### config.mk
export PLATFORM = sky130hd
export DESIGN_NAME = fp16_mul_arbiter_flat
export DESIGN_NICKNAME = d
export VERILOG_FILES = /design/src/rtl/fp16_mul_arbiter_if.sv /design/src/rtl/fp16_mul_arbiter.sv /design/src/flat_wrapper.sv
export SDC_FILE = /design/constraint.sdc
export NUM_CORES = 1
export LEC_CHECK = 0
export CORE_ASPECT_RATIO = 0.7
export CORE_MARGIN = 2
export CORE_UTILIZATION = 39
export DETAILED_ROUTE_END_ITERATION = 6
export PLACE_DENSITY = 0.59
export SLEW_MARGIN = 20
export SYNTH_ARGS = -nofsm -noshare
export SYNTH_HDL_FRONTEND = slang
export SYNTH_SLANG_ARGS = --single-unit
### constraint.sdc
create_clock -name clk -period 3.41 [get_ports clk]
set_input_delay 0.682 -clock clk [delete_from_list [all_inputs] [get_ports clk]]
set_output_delay 0.682 -clock clk [all_outputs]
set_load 0.01 [all_outputs]
### src/rtl/fp16_mul_arbiter_if.sv
// fp16_mul_arbiter_if: per-requester operand request and response bundle
interface fp16_mul_arbiter_if #(parameter int NUM_REQ = 4);
    logic [NUM_REQ-1:0]    req_valid;
    logic [NUM_REQ-1:0]    req_ready;
    logic [16*NUM_REQ-1:0] req_a;
    logic [16*NUM_REQ-1:0] req_b;
    logic [NUM_REQ-1:0]    resp_valid;
    logic [NUM_REQ-1:0]    resp_ready;
    logic [16*NUM_REQ-1:0] resp_data;
    logic [4*NUM_REQ-1:0]  resp_flags;
    modport master (output req_valid, req_a, req_b, resp_ready,
                    input  req_ready, resp_valid, resp_data, resp_flags);
    modport slave  (input  req_valid, req_a, req_b, resp_ready,
                    output req_ready, resp_valid, resp_data, resp_flags);
endinterface

### src/rtl/fp16_mul_arbiter.sv
// fp16_mul_arbiter: round-robin sharing of one pipelined FP16 multiplier with credit-protected response FIFOs
module fp16_mul_arbiter #(
    parameter int NUM_REQ    = 4,
    parameter int LAT        = 4,
    parameter int RESP_DEPTH = 4
) (
    input  logic              clk,
    input  logic              rstn,
    fp16_mul_arbiter_if.slave bus,
    output logic              mul_valid_in,
    output logic [15:0]       mul_num1,
    output logic [15:0]       mul_num2,
    input  logic              mul_valid_out,
    input  logic [15:0]       mul_result,
    input  logic [3:0]        mul_flags,
    output logic              idle,
    output logic              tag_err
);
    localparam int IW = NUM_REQ > 1 ? $clog2(NUM_REQ) : 1;
    localparam int CW = $clog2(RESP_DEPTH + 1);
    localparam int PW = $clog2(RESP_DEPTH);

    logic [CW-1:0]         cnt [NUM_REQ];
    logic [IW-1:0]         last, gidx;
    logic                  found;
    logic [NUM_REQ-1:0]    elig, grant, pop, rvalid;
    logic [LAT-1:0]        tv;
    logic [IW-1:0]         ti [LAT];
    logic [PW:0]           wp [NUM_REQ];
    logic [PW:0]           rp [NUM_REQ];
    logic [19:0]           mem [NUM_REQ][RESP_DEPTH];
    logic [16*NUM_REQ-1:0] rdata;
    logic [4*NUM_REQ-1:0]  rflags;
    logic                  push;

    for (genvar g = 0; g < NUM_REQ; g++) begin : g_req
        assign elig[g]            = bus.req_valid[g] && cnt[g] < CW'(RESP_DEPTH);
        assign rvalid[g]          = wp[g] != rp[g];
        assign pop[g]             = rvalid[g] && bus.resp_ready[g];
        assign rdata[16*g +: 16]  = mem[g][rp[g][PW-1:0]][19:4];
        assign rflags[4*g +: 4]   = mem[g][rp[g][PW-1:0]][3:0];
    end

    assign bus.resp_valid = rvalid;
    assign bus.resp_data  = rdata;
    assign bus.resp_flags = rflags;
    assign bus.req_ready  = grant;
    assign grant          = (found && rstn) ? NUM_REQ'(1) << gidx : '0;
    assign mul_valid_in   = |grant;
    assign mul_num1       = mul_valid_in ? bus.req_a[16*gidx +: 16] : '0;
    assign mul_num2       = mul_valid_in ? bus.req_b[16*gidx +: 16] : '0;
    assign push           = mul_valid_out && tv[LAT-1];

    // Round-robin search starting just after the last granted requester
    always_comb begin
        found = 1'b0;
        gidx  = '0;
        for (int k = 1; k <= NUM_REQ; k++) begin
            if (!found && elig[(int'(last) + k) % NUM_REQ]) begin
                found = 1'b1;
                gidx  = IW'((int'(last) + k) % NUM_REQ);
            end
        end
    end

    // Idle when no requester holds any credit
    always_comb begin
        idle = 1'b1;
        for (int k = 0; k < NUM_REQ; k++)
            if (cnt[k] != '0) idle = 1'b0;
    end

    // Shadow tag pipe carrying {valid, requester} alongside the multiplier stages
    always_ff @(posedge clk or negedge rstn) begin
        if (!rstn) begin
            tv <= '0;
            for (int k = 0; k < LAT; k++) ti[k] <= '0;
        end else begin
            tv[0] <= mul_valid_in;
            ti[0] <= gidx;
            for (int k = 1; k < LAT; k++) begin
                tv[k] <= tv[k-1];
                ti[k] <= ti[k-1];
            end
        end
    end

    // Credits, FIFO pointers, arbitration pointer and sticky tag error
    always_ff @(posedge clk or negedge rstn) begin
        if (!rstn) begin
            last    <= IW'(NUM_REQ - 1);
            tag_err <= 1'b0;
            for (int k = 0; k < NUM_REQ; k++) begin
                cnt[k] <= '0;
                wp[k]  <= '0;
                rp[k]  <= '0;
            end
        end else begin
            if (mul_valid_in) last <= gidx;
            if (mul_valid_out != tv[LAT-1]) tag_err <= 1'b1;
            for (int k = 0; k < NUM_REQ; k++) begin
                cnt[k] <= cnt[k] + CW'(grant[k]) - CW'(pop[k]);
                if (pop[k]) rp[k] <= rp[k] + (PW+1)'(1);
                if (push && ti[LAT-1] == IW'(k)) wp[k] <= wp[k] + (PW+1)'(1);
            end
        end
    end

    // Response storage; contents are only observed through valid pointers
    always_ff @(posedge clk) begin
        if (push) mem[ti[LAT-1]][wp[ti[LAT-1]][PW-1:0]] <= {mul_result, mul_flags};
    end
endmodule
### src/flat_wrapper.sv
// flat-port wrapper written by rule: the top's interface ports become plain ports
module fp16_mul_arbiter_flat 
#(
    parameter int NUM_REQ    = 4,
    parameter int LAT        = 4,
    parameter int RESP_DEPTH = 4
)
  (clk, rstn, mul_valid_in, mul_num1, mul_num2, mul_valid_out, mul_result, mul_flags, idle, tag_err, bus_req_valid, bus_req_a, bus_req_b, bus_resp_ready, bus_req_ready, bus_resp_valid, bus_resp_data, bus_resp_flags);
  fp16_mul_arbiter_if #(.NUM_REQ(NUM_REQ)) bus_i ();
  input  logic clk;
  input  logic rstn;
  output logic mul_valid_in;
  output logic [15:0] mul_num1;
  output logic [15:0] mul_num2;
  input  logic mul_valid_out;
  input  logic [15:0] mul_result;
  input  logic [3:0] mul_flags;
  output logic idle;
  output logic tag_err;
  input wire logic [$bits(bus_i.req_valid)-1:0] bus_req_valid;
  input wire logic [$bits(bus_i.req_a)-1:0] bus_req_a;
  input wire logic [$bits(bus_i.req_b)-1:0] bus_req_b;
  input wire logic [$bits(bus_i.resp_ready)-1:0] bus_resp_ready;
  output wire logic [$bits(bus_i.req_ready)-1:0] bus_req_ready;
  output wire logic [$bits(bus_i.resp_valid)-1:0] bus_resp_valid;
  output wire logic [$bits(bus_i.resp_data)-1:0] bus_resp_data;
  output wire logic [$bits(bus_i.resp_flags)-1:0] bus_resp_flags;
  assign bus_i.req_valid = bus_req_valid;
  assign bus_i.req_a = bus_req_a;
  assign bus_i.req_b = bus_req_b;
  assign bus_i.resp_ready = bus_resp_ready;
  assign bus_req_ready = bus_i.req_ready;
  assign bus_resp_valid = bus_i.resp_valid;
  assign bus_resp_data = bus_i.resp_data;
  assign bus_resp_flags = bus_i.resp_flags;
  fp16_mul_arbiter #(.NUM_REQ(NUM_REQ), .LAT(LAT), .RESP_DEPTH(RESP_DEPTH)) u_core (.clk(clk), .rstn(rstn), .bus(bus_i), .mul_valid_in(mul_valid_in), .mul_num1(mul_num1), .mul_num2(mul_num2), .mul_valid_out(mul_valid_out), .mul_result(mul_result), .mul_flags(mul_flags), .idle(idle), .tag_err(tag_err));
endmodule
After elaboration in Yosys (flattened, before gate mapping):

Memories as Yosys holds them, arrays and structs flattened.
Index checks and enable logic that the tools add are counted.

* bits in registers: 51
* memory bits (writable): 320
* input bits: 159
* output and inout bits: 123
* logic and storage cells: 153
* memories: 1

* add/sub/neg operators: 20
* magnitude comparators: 15
* eq/ne operators: 8
* shift operators: 3
* mux-type cells: 46
* bitwise operators: 10
* reduce and logical (&&, ||, !) cells: 31

Memories
* u_core.mem: words 4, bits a word 80, rd ports 4, clocked after Yosys merged registers in 0, write ports 1, RTL line fp16_mul_arbiter.sv:31 `logic [19:0] mem [NUM_REQ][RESP_DEPTH];`

Operator list (number)
* $mux W20: 9
* $bmux W20 S2: 4
* $shiftx A64 B7 Y16: 2
* $mux W80: 1
* $demux W20 S2: 1
* $mux W16: 2
* $add A3 B1 Y3 const B: 8
* $ge A3 B3 Y1 const B: 6
* $logic_and A1 B1 Y1: 18
* $not A2 Y3: 6
* $mux W1: 17
* $lt A3 B4 Y1 const B: 4
* $add A3 B1 Y3: 4
* $lt A3 B3 Y1 const B: 4
* $mux W2: 6
* $ne A3 B3 Y1: 4
* $reduce_bool A3 Y1: 4
* $sub A3 B1 Y3: 4
* $bmux W1 S2: 4
* $reduce_or A2 Y1: 4
* $bmux W3 S2: 1
* $add A2 B1 Y2 const B: 2
* $add A2 B2 Y2 const B: 2
* $and A1 B1 Y1 const A: 4
* 9 further kinds: 12

Depth between registers and ports, before layout:

Gate-level depths: netlist of run 1.

* depth in word-level cells: 20
* depth in mapped cells: 14

Worst setup path after synthesis of run 1:

Ideal clock, no wire load.

* kind: in2reg
* start: input mul_valid_out
* end: memory u_core.mem[0][0] (netlist bit) (enable)
* arrival: 2.685 ns
* setup slack: 0.303 ns
* cell stages on the path: 4
* path buffers: 1
* path through: ha_1 -> clkbuf_1 -> nand3_1 -> nor3_1

* word-level cells in the longest chain between the ends: 3

Ends and longest elaborated chain
* from (decl): RTL line flat_wrapper.sv:15 `input logic mul_valid_out;`
* $logic_and A1 B1 Y1: RTL line fp16_mul_arbiter.sv:52 `assign push = mul_valid_out && tv[LAT-1];`
* $mux W1: RTL line fp16_mul_arbiter.sv:111 `if (push) mem[ti[LAT-1]][wp[ti[LAT-1]][PW-1:0]] <= {mul_result, mul_flags};`
* $mux W80 (not written as such): RTL line fp16_mul_arbiter.sv:111
* to (decl): RTL line fp16_mul_arbiter.sv:31

Every way passes these cells.

Worst setup path in the final report of run 1:

* start: input bus_req_valid[3]
* end: output mul_num1[10]

* word-level cells in the longest chain between the ends: 18
* elaborated cells on any way between the ends: 33
* those cells by class: shift (2); mux (22); reduce/logical (9)

Ends and longest elaborated chain
* from (decl): RTL line flat_wrapper.sv:20 `input wire logic [$bits(bus_i.req_valid)-1:0] bus_req_valid;`
* $logic_and A1 B1 Y1 *: RTL line fp16_mul_arbiter.sv:37 `assign elig[g] = bus.req_valid[g] && cnt[g] < CW'(RESP_DEPTH);`
* branches (longest 16 deep; another with $bmux W1 S2)
* $mux W16 *: RTL line fp16_mul_arbiter.sv:50 `assign mul_num1 = mul_valid_in ? bus.req_a[16*gidx +: 16] : '0;`
* to (decl): RTL line flat_wrapper.sv:13 `output logic [15:0] mul_num1;`

Mark *: on every way between the ends. The select of a mux whose other input is x is not followed.

==> flow_metrics.py, run 1 <==
metrics = {
    "setup_path": {
        "start_kind": "input pin",
        "cp_slowest_stage_delay_ns": 0.47,
        "critPathCaptureType": "output port",
        "crit_type": "in2out",
        "required_ns": 2.73,
        "path_cells": "clkdlybuf4s50_1 > nor3b_2 > a21oi_1 > a221o_4 > buf_12 > mux2i_2 > o22ai_2 > dlygate4sd2_1",
        "cpMaxStageDelayCell": "clkdlybuf4s50_1",
        "cp_max_fo": 15,
        "worstPathArrival_ns": 2.71,
    },
    "logic_synthesis": {
        "synth_cells": 750,
        "synth_edf_count": 320,
        "ys_seq_area_frac": 0.7253,
        "synth.top_cell.area_share": 0.6402,
        "netlist_area_mm2": 0.01501,
        "async_flop_share": 0.1375,
        "synth.distinct_cells": 36,
        "yosysTopAreaCell": "edfxtp_1",
        "yosys_most_used_dff": "edfxtp_1",
        "ys_ff_latch": 371,
        "ys_top_cells_by_area": "edfxtp_1, mux4_2, dfrtp_1",
        "synth_area_per_cell_um2": 20.01,
        "syn_nets": 930,
        "yosys_warnings": 0,
    },
    "layout": {
        "final_nets": 1260,
        "fin_util": 0.5217,
        "stdcell_area_mm2": 0.01994,
        "drive_gt1_frac": 0.2134,
        "syn_to_final_growth_pct": 32.81,
    },
    "die": {
        "initial_core_util": 0.3928,
        "design.core.area_mm2": 0.03821,
        "num_rows": 60,
        "fp.dieArea_mm2": 0.04010,
        "die_x_um": 238.5,
        "ios": 282,
        "die_y_um": 168.1,
    },
    "grt": {
        "track_usage": 0.1879,
        "overflow": 0,
        "grt_pass1_vias": 8292,
        "antenna_found_initial": 0,
        "grt_max_degree": 52,
        "grt_first_pass_wirelength_mm": 54.99,
    },
    "timing": {
        "relSlewSlack": 0.4557,
        "fin_crit_ns": 3.394,
        "finalHoldViolations": 0,
        "drv_slew": 0,
        "timing.fmax_ghz": 0.2946,
        "worst_pin_slew_ns": 0.8139,
        "setup_tns_ns": 0,
        "setup_viol": 0,
        "finalCritPeriodShare": 0.9954,
        "layout_setup_ws_ns": 0.01578,
        "finClkSkew_ns": 0.01894,
        "rsz0062_at_grt": "yes",
    },
    "drt": {
        "wl_per_cell_um": 23.34,
        "drc": 0,
        "vias": 8279,
        "drtAntennaViolNets": 0,
        "viasPerCell": 5.161,
        "first_iter_violations": 533,
        "drtPass1Iterations": 5,
        "drt_wl_total_mm": 37.43,
    },
    "pwr": {
        "vdd_drop_max_mv": 0.3421,
        "power-per-cell-area_mw_per_mm2": 812.9,
        "leakagePower_nw": 7.105,
    },
    "cts": {
        "post_cts_buffers": 0,
        "cts_tree": "yes",
        "clock_latency_ns": 0.53,
        "clock-root-buffer": "clkbuf_16",
        "clock_tree.buffer_depth": 3,
        "cts.sinks": 371,
        "h-tree-depth": 2,
        "numCtsBuffers": 35,
        "clkTransAtPathRegs_ns": 0.07,
    },
    "status": {
        "status": "completed",
    },
    "placed_design": {
        "place_ws_ns": -0.2419,
        "placement.io_buffers": 281,
        "place_area_mm2": 0.01868,
        "detailed_place_hpwl_mm": 24.36,
        "place.gp.congestion": 0.8757,
    },
    "min_path": {
        "hold_class": "in2async",
    },
    "job": {
        "drv_cap": 0,
    },
}
-- final timing paths --
check	start	endpoint	slack [ns]	cells past startpoint
max in group asynchronous	rstn	u_core.wp[3]	2.67	2
max	bus_req_valid[3]	mul_num1[10]	0.02	8
min reg2reg	u_core.ti[6]	u_core.ti[4]	0.35	0
min	rstn	u_core.wp[7]	0.31	2
min in group clk	u_core.ti[6]	u_core.ti[4]	0.35	0
max reg2reg	u_core.cnt[5]	u_core.cnt[5]	0.47	11
-- Yosys cell counts (3+ instances only) --
cell type / number
and2_1: 6
buf_1: 4
buf_2: 14
buf_6: 8
clkbuf_1: 11
dfrtp_1: 49
edfxtp_1: 320
fa_1: 4
ha_1: 17
inv_1: 15
mux2_2: 8
mux2i_1: 65
mux4_2: 82
nand2_1: 14
nand2b_1: 5
nand3_1: 13
nor2_1: 13
nor2b_1: 4
nor3_1: 9
nor4_1: 3
o22ai_1: 33
xnor2_1: 31
xor2_1: 5
-- cell families after synthesis --
| family | count (synthesis) | synth area share |
|---|---|---|
| adder cells (fa/ha/maj) | 21 | 0.01950 |
| flip-flops | 371 | 0.7253 |
| AO/OA/AOI/OAI | 38 | 0.01634 |
| buffers and inverters | 52 | 0.01817 |
| XOR/XNOR | 36 | 0.02101 |
| multiplexers | 155 | 0.1724 |
| AND/OR/NAND/NOR | 77 | 0.02726 |
-- critical path: cells and delay by family --
| family | cells | cell delay, ns |
|---|---|---|
| AOI/OAI and AO/OA | 3 | 0.66 |
| buffers and inverters | 3 | 0.96 |
| muxes | 1 | 0.21 |
| and+or+nand+nor | 1 | 0.19 |
-- state kept, by name, indices dropped and copies added (netlist names) --
name and flops:
u_core.mem 320, u_core.wp 12, u_core.cnt 12, u_core.ti 8, u_core.tv 4, u_core.rp 12, u_core.tag_err 1, u_core.last 2
-- layout by cell type (no fill, tap or decap), types with 3 or more instances in the layout --
master and count:
nand3_1 13, clkinv_1 5, nand2_1 14, mux4_2 82, bufinv_16 6, clkbuf_1 4
nor2_2 13, nor3_1 4, clkdlybuf4s50_1 244, o22ai_1 32, mux2i_1 61, buf_4 44
dfrtp_1 49, xnor2_1 31, nand2b_1 5, nor3_2 5, fa_1 4, ha_1 17
nor4_1 3, mux2i_2 3, mux2_2 8, edfxtp_1 320, clkbuf_8 4, clkinv_2 3
inv_1 15, xor2_1 5, dlygate4sd2_1 23, clkbuf_16 37, nor2b_1 4, clkbuf_2 11
and2_1 6
-- cell type report --
class                      count  area [µm²]
tap                          496       620.6
fill                        3088       18280
multi-input combinational    327        3946
timing repair buffer         330        3161
clock buffer                  45       996.0
antenna                        2       5.005
sequential                   371       10890
clock inverter                18       262.8
inverter                      15       56.30
-- per-layer routing --
metal,global-route usage,wire [µm],up-vias
met5,0,0,-
met4,0.03859,503,0
met3,0.03296,1879,39
met2,0.2746,16660,196
met1,0.2956,18390,4355
li1,-,-,3689
-- timing repair --
action	in CTS	in global routing
endpoints found under the setup margin	36	29
hold buffers	0	0
pin swaps	0	0
gates cloned	1	0
resized for setup	43	27
-- power by group --
| part | internal [mW] | switching, mW | leakage (nW) |
|---|---|---|---|
| sequential | 5.44 | 0.423 | 3.49 |
| combinational | 3.32 | 2.82 | 3.00 |
| clock | 2.53 | 1.67 | 0.612 |
-- metrics by stage --
stage	cells	total power, mW	hold slack, ns
floorplan	750	9.383	0.3312
global placement	1538	12.15	0.3331
detailed placement	1538	12.22	0.3365
CTS	1602	16.42	0.3127
global route	1602	17.01	0.3547
finish	1604	16.21	0.3122
No activity file was read; power rests on OpenSTA's default activity.
==> run 2: changes to the inputs <==
Clock period 3.41 ns to 4 ns, I/O delays scaled along.
==> run 2 against run 1 <==
- count of clock-buffer cells in the layout up 6
- sequential cell count unchanged
- power down 18%
- critical path type unchanged
- largest power group unchanged
- highest routed layer is now met5
==> flow_metrics.py, run 2 (same netlist as run 1, synthesis figures left out) <==
metrics = {
    "status": {
        "status": "completed",
    },
    "drt": {
        "drt_wl_total_mm": 36.47,
        "drtAntennaViolNets": 0,
        "viasPerCell": 5.143,
        "vias": 8172,
        "wl_per_cell_um": 22.95,
        "drtPass1Iterations": 4,
        "first_iter_violations": 603,
        "drc": 0,
    },
    "cts": {
        "cts-resized-gates": 0,
        "cts_tree": "yes",
        "ctsHoldBuffers": 0,
        "clock_tree.buffer_depth": 3,
        "clock-root-buffer": "clkbuf_16",
        "clkTransAtPathRegs_ns": 0.06,
        "clock_latency_ns": 0.52,
        "post_cts_buffers": 0,
        "numCtsBuffers": 35,
        "h-tree-depth": 2,
        "cts.sinks": 371,
    },
    "pwr": {
        "intPower_mw": 9.245,
        "seq_power_share": 0.378,
        "power-per-cell-area_mw_per_mm2": 675.9,
        "vdd_drop_max_mv": 0.3873,
        "clock_power_share": 0.237,
        "leakagePower_nw": 6.964,
        "sw_frac_of_total": 0.3058,
        "power_mw": 13.32,
        "p_switching_mw": 4.072,
        "comb_power_share": 0.385,
    },
    "timing": {
        "drv_slew": 0,
        "layout_setup_ws_ns": 0.05158,
        "finClkSkew_ns": 0.01195,
        "worst_pin_slew_ns": 0.8008,
        "finalCritPeriodShare": 0.9871,
        "setup_tns_ns": 0,
        "timing.fmax_ghz": 0.2533,
        "relSlewSlack": 0.4645,
        "holdWs_ns": 0.3463,
        "setup_viol": 0,
        "finalHoldViolations": 0,
        "fin_crit_ns": 3.948,
    },
    "die": {
        "die_x_um": 238.5,
        "die_y_um": 168.1,
        "num_rows": 60,
        "ios": 282,
        "fp.dieArea_mm2": 0.04010,
        "initial_core_util": 0.3928,
        "design.core.area_mm2": 0.03821,
    },
    "setup_path": {
        "cpMostUsedCell": "clkdlybuf4s50_1",
        "path_cells": "clkdlybuf4s50_1 > nor3b_2 > a21oi_1 > a221o_4 > buf_12 > mux2i_1 > o22ai_1 > clkdlybuf4s50_1",
        "required_ns": 3.20,
        "start_kind": "input pin",
        "worstPathArrival_ns": 3.15,
        "r2r_cells": 11,
        "critPathCaptureType": "output port",
        "cpMaxStageDelayCell": "clkdlybuf4s50_1",
        "crit_type": "in2out",
        "reg2reg_to": "u_core.cnt[5]",
        "reg2reg_from": "u_core.cnt[5]",
        "cp_max_fo": 52,
        "cp_slowest_stage_delay_ns": 0.56,
        "rrSetupSlack_ns": 1.15,
    },
    "layout": {
        "final_common_cell": "edfxtp_1",
        "seqCellArea_mm2": 0.01089,
        "multi_input_area_mm2": 0.003921,
        "fin_util": 0.5156,
        "stdcell_count": 1589,
        "final_cell_mix": "edfxtp_1, clkdlybuf4s50_1, mux4_2",
        "syn_to_final_growth_pct": 31.26,
        "nFillCells": 3069,
        "largest_reg_flops": 320,
        "final_nets": 1243,
        "drive_gt1_frac": 0.1789,
        "stdcell_area_mm2": 0.01970,
    },
    "grt": {
        "grt_max_degree": 53,
        "track_usage": 0.1827,
        "overflow": 0,
        "grt_pass1_vias": 8303,
        "antenna_found_initial": 1,
        "grt_first_pass_wirelength_mm": 53.86,
    },
    "placed_design": {
        "place_ws_ns": 0.08697,
        "placement.io_buffers": 281,
        "place.gp.congestion": 0.8881,
        "dpl.cell_count": 1522,
        "detailed_place_hpwl_mm": 23.78,
        "place_area_mm2": 0.01859,
    },
    "min_path": {
        "hold_end": "u_core.tv[2]",
        "hold_class": "reg2reg",
        "hold_start": "u_core.tv[1]",
        "hold_path_depth": 0,
    },
    "job": {
        "drv_cap": 0,
    },
}
run 2: cell count changes in the layout (fill, tap and decap cells not counted), sizes merged:
cell	delta
clkdlybuf4s15	-2
buf	-17
clkbuf	-5
clkdlybuf4s50	+28
diode	+1
clkinv	-1
dlymetal6s2s	+8
inv	+2
dlygate4sd2	-23
bufinv	-5
clkinvlp	-1
run 2: how the worst max path moves through the flow:
stage / from / to / slack (ns)
2_1_floorplan: mul_valid_out / u_core.mem[0][0] / 0.78
3_3_place_gp: bus_req_valid[0] / mul_num1[10] / 0.09
3_5_place_dp: bus_req_valid[3] / mul_num1[10] / 0.09
4_1_cts: bus_req_valid[3] / mul_num1[10] / 0.08
5_1_grt: bus_req_valid[3] / mul_num2[12] / -0.04
6_report: bus_req_valid[3] / mul_num2[12] / 0.05
run 2: worst max-delay path, delay by kind of cell:
| family | cells | cell delay, ns |
|---|---|---|
| AO/OA/AOI/OAI | 3 | 0.66 |
| multiplexers | 1 | 0.17 |
| buffers and inverters | 3 | 1.26 |
| AND/OR/NAND/NOR | 1 | 0.21 |
run 2: cell type report:
class / instances / area share
flip-flops and latches: 371 / 0.5526
clock buffers: 51 / 0.04960
diodes: 3 / 0.0003810
inverters: 15 / 0.002858
repair buffers: 313 / 0.1589
multi-input cells: 327 / 0.1990
well taps: 496 / 0.03150
clock inverters: 13 / 0.005144
run 2: per-layer routing:
layer / GRT usage / share of wire
met3: 0.03394 / 0.052
met1: 0.2861 / 0.49
met2: 0.2691 / 0.45
met5: 0 / 0.00036
met4: 0.03288 / 0.011
run 2: power groups by stage:
stage | logic [mW] | registers [mW] | clock network (mW)
finish | 5.13 | 5.03 | 3.16
global route | 5.52 | 5.09 | 3.41
CTS | 5.22 | 5.03 | 3.24
detailed placement | 5.20 | 5.11 | 0
global placement | 5.18 | 5.11 | 0
floorplan | 3.06 | 4.94 | 0
==> run 3: changes to the inputs <==
Settings changed: SETUP_SLACK_MARGIN set to 0.2, TNS_END_PERCENT set to 20.
==> run 3 against run 2 <==
- clock power about the same
- non-clock buffer count unchanged
- largest power group unchanged
- critical endpoint unchanged
- sequential power about the same
- sequential share of layout area about the same
- power about the same
- routed wire length increased by 0.24%
- largest cell class unchanged
- final area about the same
- count of clock-buffer cells in the layout unchanged
==> flow_metrics.py, run 3 (same netlist as run 1, synthesis figures left out) <==
metrics = {
    "cts": {
        "clock_tree.buffer_depth": 3,
        "clock_latency_ns": 0.52,
        "clock-root-buffer": "clkbuf_16",
        "h-tree-depth": 2,
        "post_cts_buffers": 0,
        "numCtsBuffers": 35,
        "cts_tree": "yes",
        "cts.sinks": 371,
        "clkTransAtPathRegs_ns": 0.06,
    },
    "layout": {
        "final_common_cell": "edfxtp_1",
        "largest_reg_flops": 320,
        "drive_gt1_frac": 0.1789,
        "multi_input_area_mm2": 0.003921,
        "syn_to_final_growth_pct": 31.20,
        "final_nets": 1243,
        "final_cell_mix": "edfxtp_1, clkdlybuf4s50_1, mux4_2",
        "seqCellArea_mm2": 0.01089,
        "stdcell_count": 1589,
        "nFillCells": 3074,
    },
    "pwr": {
        "vdd_drop_max_mv": 0.3861,
        "sw_frac_of_total": 0.3061,
        "power-per-cell-area_mw_per_mm2": 676.0,
        "power_mw": 13.31,
        "leakagePower_nw": 6.943,
        "intPower_mw": 9.238,
        "p_switching_mw": 4.075,
        "clock_power_share": 0.237,
        "seq_power_share": 0.378,
        "comb_power_share": 0.385,
    },
    "drt": {
        "vias": 8167,
        "drtAntennaViolNets": 0,
        "viasPerCell": 5.140,
        "wl_per_cell_um": 23.01,
        "first_iter_violations": 634,
        "drtPass1Iterations": 5,
        "drt_wl_total_mm": 36.56,
        "drc": 0,
    },
    "job": {
        "drv_cap": 0,
    },
    "timing": {
        "finClkSkew_ns": 0.01313,
        "timing.fmax_ghz": 0.2531,
        "setup_viol": 0,
        "worst_pin_slew_ns": 0.7968,
        "fin_crit_ns": 3.951,
        "holdWs_ns": 0.3461,
        "finalCritPeriodShare": 0.9877,
        "relSlewSlack": 0.4671,
        "rsz0062_at_grt": "yes",
        "drv_slew": 0,
        "finalHoldViolations": 0,
    },
    "grt": {
        "track_usage": 0.1827,
        "grt_pass1_vias": 8298,
        "overflow": 0,
        "grt_first_pass_wirelength_mm": 53.87,
        "antenna_found_initial": 1,
        "grt_max_degree": 53,
    },
    "setup_path": {
        "cpMaxStageDelayCell": "clkdlybuf4s50_1",
        "crit_type": "in2out",
        "cpMostUsedCell": "clkdlybuf4s50_1",
        "path_buf_inv": 3,
        "path_delay_family": "buffers and inverters",
        "required_ns": 3.20,
        "worstPathArrival_ns": 3.15,
        "path_cells": "clkdlybuf4s50_1 > nor3b_2 > a21oi_1 > a221o_4 > buf_12 > mux2i_1 > o22ai_1 > clkdlybuf4s50_1",
        "cp_slowest_stage_delay_ns": 0.56,
        "critPathCaptureType": "output port",
        "cp_max_fo": 52,
        "start_kind": "input pin",
    },
    "die": {
        "die_x_um": 238.5,
        "die_y_um": 168.1,
        "design.core.area_mm2": 0.03821,
        "num_rows": 60,
        "ios": 282,
        "initial_core_util": 0.3928,
        "fp.dieArea_mm2": 0.04010,
    },
    "placed_design": {
        "dpl.cell_count": 1522,
        "place.gp.congestion": 0.8881,
        "placement.io_buffers": 281,
        "detailed_place_hpwl_mm": 23.78,
    },
    "min_path": {
        "hold_class": "reg2reg",
    },
    "status": {
        "status": "completed",
    },
}
run 3: cell types whose count changed in the layout (fill, tap and decap cells not counted), sizes merged:
cell and delta:
dlygate4sd2 +3, dlymetal6s2s -2, clkdlybuf4s50 -1
run 3: routing by layer:
metal  vias to the layer above  part of all wire  GRT usage
li1                       3652                 -          -
met3                        37             0.048    0.03378
met4                         2             0.011    0.03288
met2                       190              0.44     0.2695
met5                         -           0.00036          0
met1                      4286              0.50     0.2859
run 3: power by group through the flow:
stage / combinational (mW) / clock (mW) / sequential (mW)
global route: 5.51 / 3.41 / 5.09
detailed placement: 5.20 / 0 / 5.11
floorplan: 3.06 / 0 / 4.94
CTS: 5.22 / 3.24 / 5.03
finish: 5.13 / 3.16 / 5.03
global placement: 5.18 / 0 / 5.11
run 3: worst paths after layout:
path	slack, ns	end	startpoint	cells after the start
min	0.35	u_core.tv[2]	u_core.tv[1]	0
min reg2reg	0.35	u_core.tv[2]	u_core.tv[1]	0
min in group asynchronous	0.42	u_core.tag_err	rstn	2
max in group asynchronous	3.13	u_core.rp[7]	rstn	2
max	0.05	mul_num2[12]	bus_req_valid[3]	8
max reg2reg	1.15	u_core.cnt[5]	u_core.cnt[5]	11
run 3: through the flow:
| stage | area (µm²) | setup slack, ns | utilization | TNS, ns |
|---|---|---|---|---|
| 6_report | 19690 | 0.04909 | 0.5154 | 0 |
| 3_3_place_gp | 18590 | 0.09127 | 0.4864 | 0 |
| 2_1_floorplan | 15010 | 0.7752 | - | 0 |
| 3_5_place_dp | 18590 | 0.08697 | 0.4864 | 0 |
| 5_1_grt | 19690 | -0.03698 | 0.5152 | -0.03698 |
| 4_1_cts | 19670 | 0.09002 | 0.5147 | 0 |
run 3: cell type report:
type,count,area share
antenna,3,0.0003812
clock buffer,51,0.04962
clock inverter,13,0.005146
inverter,15,0.002859
multi-input combinational,327,0.1991
sequential,371,0.5529
tap,496,0.03151
timing repair buffer,313,0.1585
run 3: timing repair:
| item | in CTS | in global routing |
|---|---|---|
| pin swaps | 0 | 0 |
| resized for setup | 4 | 7 |
| hold buffers | 0 | 0 |
| setup endpoints to repair | 28 | 30 |
| hold endpoints to repair | 0 | 0 |
